### config.mk
export PLATFORM = sky130hd
export DESIGN_NAME = xy_route_arbiter
export DESIGN_NICKNAME = d
export VERILOG_FILES = /design/src/rtl/xy_route_arbiter.sv
export SDC_FILE = /design/constraint.sdc
export NUM_CORES = 1
export LEC_CHECK = 0
export CAP_MARGIN = 20
export CORE_ASPECT_RATIO = 0.8
export CORE_UTILIZATION = 51
export DETAILED_ROUTE_END_ITERATION = 7
export PLACE_DENSITY = 0.81
export SLEW_MARGIN = 5
export SYNTH_ARGS = -nofsm -noshare
export SYNTH_HDL_FRONTEND = slang
export SYNTH_SLANG_ARGS = --single-unit
### constraint.sdc
create_clock -name clk_i -period 6.7 [get_ports clk_i]
set_input_delay 1.34 -clock clk_i [delete_from_list [all_inputs] [get_ports clk_i]]
set_output_delay 1.34 -clock clk_i [all_outputs]
set_load 0.01 [all_outputs]
### src/rtl/xy_route_arbiter.sv
// rtl/xy_route_arbiter.sv - XY-routed round-robin switch allocator for a 5-port mesh router.
// Optional U-turn drop/flag logic is enabled by defining XY_ROUTE_UTURN_CHECK_EN.
module xy_route_arbiter #(
    parameter int DATA_WIDTH  = 8,
    parameter int PORT_N      = 5,
    parameter int COORD_WIDTH = 2,
    parameter int X_CORD      = 0,
    parameter int Y_CORD      = 0
) (
    input  logic                         clk_i,
    input  logic                         rst_i,
    input  logic [PORT_N*DATA_WIDTH-1:0] head_data_i,
    input  logic [PORT_N-1:0]            head_valid_i,
    input  logic [PORT_N-1:0]            out_ready_i,
    output logic [PORT_N-1:0]            pop_o,
    output logic [$clog2(PORT_N)-1:0]    mux_in_sel_o,
    output logic [$clog2(PORT_N)-1:0]    mux_out_sel_o,
`ifdef XY_ROUTE_UTURN_CHECK_EN
    output logic                         err_o,
`endif
    output logic [PORT_N-1:0]            out_valid_o
);
    localparam int SEL_W = $clog2(PORT_N);
    localparam logic [COORD_WIDTH-1:0] X_C = COORD_WIDTH'(X_CORD);
    localparam logic [COORD_WIDTH-1:0] Y_C = COORD_WIDTH'(Y_CORD);
    localparam logic [SEL_W-1:0] P_LOCAL = SEL_W'(0);
    localparam logic [SEL_W-1:0] P_NORTH = SEL_W'(1);
    localparam logic [SEL_W-1:0] P_EAST  = SEL_W'(2);
    localparam logic [SEL_W-1:0] P_SOUTH = SEL_W'(3);
    localparam logic [SEL_W-1:0] P_WEST  = SEL_W'(4);

    logic [SEL_W-1:0]       route [PORT_N];
    logic [PORT_N-1:0]      eligible;
    logic [PORT_N-1:0]      uturn;
    logic [SEL_W-1:0]       rr_q;
    logic                   grant_valid;
    logic [SEL_W-1:0]       grant_idx;
    logic [COORD_WIDTH-1:0] dx [PORT_N];
    logic [COORD_WIDTH-1:0] dy [PORT_N];

    always_comb begin
        for (int p = 0; p < PORT_N; p++) begin
            dx[p] = head_data_i[DATA_WIDTH*p +: COORD_WIDTH];
            dy[p] = head_data_i[DATA_WIDTH*p+COORD_WIDTH +: COORD_WIDTH];
            if (dx[p] > X_C)      route[p] = P_EAST;
            else if (dx[p] < X_C) route[p] = P_WEST;
            else if (dy[p] > Y_C) route[p] = P_NORTH;
            else if (dy[p] < Y_C) route[p] = P_SOUTH;
            else                  route[p] = P_LOCAL;
        end
    end

    // The head of the input popped this cycle is stale, so it is masked out.
    always_comb begin
        for (int p = 0; p < PORT_N; p++) begin
            uturn[p] = (route[p] == SEL_W'(p)) && (p != 0);
`ifdef XY_ROUTE_UTURN_CHECK_EN
            eligible[p] = head_valid_i[p] && !pop_o[p] && (out_ready_i[route[p]] || uturn[p]);
`else
            eligible[p] = head_valid_i[p] && !pop_o[p] && out_ready_i[route[p]];
`endif
        end
    end

    always_comb begin
        grant_valid = 1'b0;
        grant_idx   = '0;
        for (int i = 1; i <= PORT_N; i++) begin
            if (!grant_valid && eligible[(int'(rr_q) + i) % PORT_N]) begin
                grant_valid = 1'b1;
                grant_idx   = SEL_W'((int'(rr_q) + i) % PORT_N);
            end
        end
    end

    always_ff @(posedge clk_i or posedge rst_i) begin
        if (rst_i) begin
            rr_q          <= SEL_W'(PORT_N - 1);
            pop_o         <= '0;
            out_valid_o   <= '0;
            mux_in_sel_o  <= '0;
            mux_out_sel_o <= '0;
`ifdef XY_ROUTE_UTURN_CHECK_EN
            err_o         <= 1'b0;
`endif
        end else if (grant_valid) begin
            rr_q          <= grant_idx;
            mux_in_sel_o  <= grant_idx;
            mux_out_sel_o <= route[grant_idx];
            pop_o         <= {{(PORT_N-1){1'b0}}, 1'b1} << grant_idx;
`ifdef XY_ROUTE_UTURN_CHECK_EN
            if (uturn[grant_idx]) begin
                out_valid_o <= '0;
                err_o       <= 1'b1;
            end else begin
                out_valid_o <= {{(PORT_N-1){1'b0}}, 1'b1} << route[grant_idx];
            end
`else
            out_valid_o   <= {{(PORT_N-1){1'b0}}, 1'b1} << route[grant_idx];
`endif
        end else begin
            pop_o       <= '0;
            out_valid_o <= '0;
        end
    end
endmodule

==> results.md <==
- Register area: 377 um2
- Die height: 68.6 um
- Compound-Gate Fraction of Synth Area: 0.346
- Share of Yosys cell area claimed by the top area cell type: 0.124
- Cts bufs inserted: 3
- Most frequent cells in the layout: clkdlybuf4s50_1 (43), nor2_1 (35), inv_1 (25)
- Vias in the first global route: 2632
- Largest net degree at the start of global routing: 23
- Die area: 5850 um2
- Worst Max-Slew Pin Slew: 1.00 ns
- Element type at the critical path end: register
- Seq cells post-synth: 15
- Sequential-to-total area share from yosys stat: 0.133
- Grt ovf: 0
- First-pass GRT wire length: 12.4 mm
- Delay of the slowest cell on the worst path: 0.68 ns
- Commonest non-fill, non-tap cell in the layout: clkdlybuf4s50_1
- Post-Route Skew: 0.00356 ns
- Reg clk slew, reported paths: 0.07 ns
- Mapped Cells: 355
- Multiplexer area fraction after synthesis: 0.0734
- DRT Wirelength: 7.77 mm
- Max-slew violations: 0
- Standard-cell row count: 23
- Clk sinks: 15
- Required @ worst endpoint: 6.85 ns
- Drt first-iter violations: 239
- CTS tree: built
- Max FO, Critical Path: 15
- Synthesized area: 2830 um2
- Avg Cell Area, Syn: 7.97 um2
- Run status: finished, final reports clean
- RSZ-0062 raised after global routing: false
- Number of detailed-route iterations in the first pass: 5
- Root Buffer: clkbuf_8
- Critical path launch point type: register
- XOR/XNOR Fraction of Synth Area: 0.0279
- Synth area leaders: dfrtp_1 (12%), ha_1 (11%), nor2_1 (4.6%), mux2i_1 (3.9%), o21ai_0 (3.7%)
- Yosys Warn Count: 0
- DR vias/cell: 6.65
- Die width: 85.3 um
- Clock Latency Late Sink: 0.25 ns
- Final WS setup: 0.966 ns
- Max Fclk: 174 MHz
- Final Hold Fails: 0
- Core area: 5180 um2
- Fill cells: 456
- Post-route DRC: 0
- Post-DP HPWL: 6.09 mm
- Initial antenna violation count: 0
- Synth Area in Adders: 0.106
- Slowest CP cell: dfrtp_1
- Ant diodes: 0
- Post-Synth Simple-Gate Area: 0.243
- Post-synth EDFFs: 0
- Netlist cell types: 87
- Final setup fails: 0
- WHS: 0.506 ns
- Total GRT Usage: 0.268
- Postcts setup bufs: 0
- Initial core utilization: 0.546
- Crit-path cells: ha_1 > xnor2_4 > inv_2 > ha_1 > nor2_1 > a211o_1 > and2_1 > ha_1 > nor2b_1 > or3_1 > o211a_1 > or4_1 > o2111ai_1 > a21boi_2 > o2111a_1 > o32ai_2 > nand2_1 > o211ai_2 > and4b_1
- Fin Setup TNS: 0 ns
- PortBufs: 43
- Worst min path class: reg -> reg
- Multi-input logic area: 2260 um2
- Via count: 3008
- Period utilisation layout: 0.856
- Most common cell type on the critical path: ha_1
- CP Class: reg -> reg
- Post-CTS Hold Buffers: 0
- Post-DR wirelength/cell: 17.2 um
- Routed Antenna Nets: 0
- Max-capacitance violation count: 0
- Nets@finish: 467
- Bufs on Longest Clock Path: 2
- Largest area contributor in the netlist: dfrtp_1
- Pre-CTS WS: 1.04 ns
- Hold depth: 2
- I/O pin count: 68
- WP data arrival: 5.88 ns
- Main combinational cell family by area after synthesis: compound AO/OA/AOI/OAI gates
- Ratio of cells with drive above 1 in the final layout: 0.0974
- RD Place Congestion: 0.922
- Reg2reg path depth: 19
- Top FF cell, synth: dfrtp_1
- Resized Gates After CTS: 0
- Crit path time final: 5.73 ns
- CTS H-tree lvls: 1
- Fraction of registers with async set/reset: 1.00
- Syn-to-layout area delta: 17.2%
- Slew headroom: 0.322
[flip-flops by register name, indices dropped and copies added, names as in the netlist]
name,count
pop_o,5
out_valid_o,4
mux_in_sel_o,3
mux_out_sel_o,2
rr_q,1
[logic make-up after synthesis]
kind of cell / after synthesis
simple gates: 126
mux: 17
fa+ha+maj: 24
compound gates: 123
buf+inv: 43
xor+xnor: 6
flops: 15
other cells: 1
[cell type report]
| class | count | area share |
|---|---|---|
| clock buffer | 3 | 0.0124 |
| clock inverter | 1 | 0.00226 |
| inverter | 26 | 0.0294 |
| multi-input combinational | 299 | 0.682 |
| timing repair buffer | 46 | 0.137 |
| tap | 62 | 0.0234 |
| sequential | 15 | 0.114 |
[cells in the mapped netlist, drive strengths merged, types with 3 or more instances]
library cell	count
nor2	35
buf	12
dfrtp	14
a21oi	13
a211o	8
o211a	4
ha	24
o311ai	7
nor2b	6
inv	26
nand4	4
a211oi	4
xnor2	4
nand3	13
a31oi	3
a311o	3
nand2b	4
mux2i	12
o21ai	23
mux2	4
a32oi	4
or3b	3
a311oi	3
o31ai	3
nor3	4
nand2	19
or2	4
nor3b	5
and2	7
o21a	4
or4	4
and3	7
a21boi	3
clkbuf	5
or3	3
o211ai	8
[metrics by stage]
step | instances | instance area [um2] | util
detailed placement | 448 | 3270 | 0.631
finish | 452 | 3320 | 0.640
global route | 452 | 3320 | 0.640
floorplan | 357 | 2840 | -
CTS | 452 | 3320 | 0.640
global placement | 448 | 3270 | 0.631
[worst max-delay path, delay by kind of cell (launching register included)]
| family | cells | cell delay (ns) |
|---|---|---|
| compound gates | 7 | 1.89 |
| simple gates | 7 | 1.74 |
| fa+ha+maj | 3 | 0.96 |
| flops | 1 | 0.68 |
| xor+xnor | 1 | 0.18 |
| buf+inv | 1 | 0.17 |
[final timing paths]
path | from | endpoint | slack [ns]
worst min-delay path | mux_in_sel_o[2] | mux_in_sel_o[2] | 0.51
min in group asynchronous | rst_i | out_valid_o[1] | 1.43
worst max-delay path | mux_in_sel_o[0] | out_valid_o[0] | 0.97
worst min register to register | mux_in_sel_o[2] | mux_in_sel_o[2] | 0.51
worst max register to register | mux_in_sel_o[0] | out_valid_o[0] | 0.97
max in group asynchronous | rst_i | pop_o[2] | 4.90
[routing by layer]
layer / track usage / routed length (um) / share of wire / up-vias
li1: - / - / - / 1422
met3: 0.0369 / 598 / 0.077 / 14
met5: 0 / 0 / 0 / -
met2: 0.433 / 3500 / 0.45 / 121
met4: 0.0521 / 68 / 0.0088 / 0
met1: 0.386 / 3600 / 0.46 / 1451
Power is left out: the tool's default activity adds up to more than one toggle a clock period on the data nets, which glitch-free logic cannot reach.
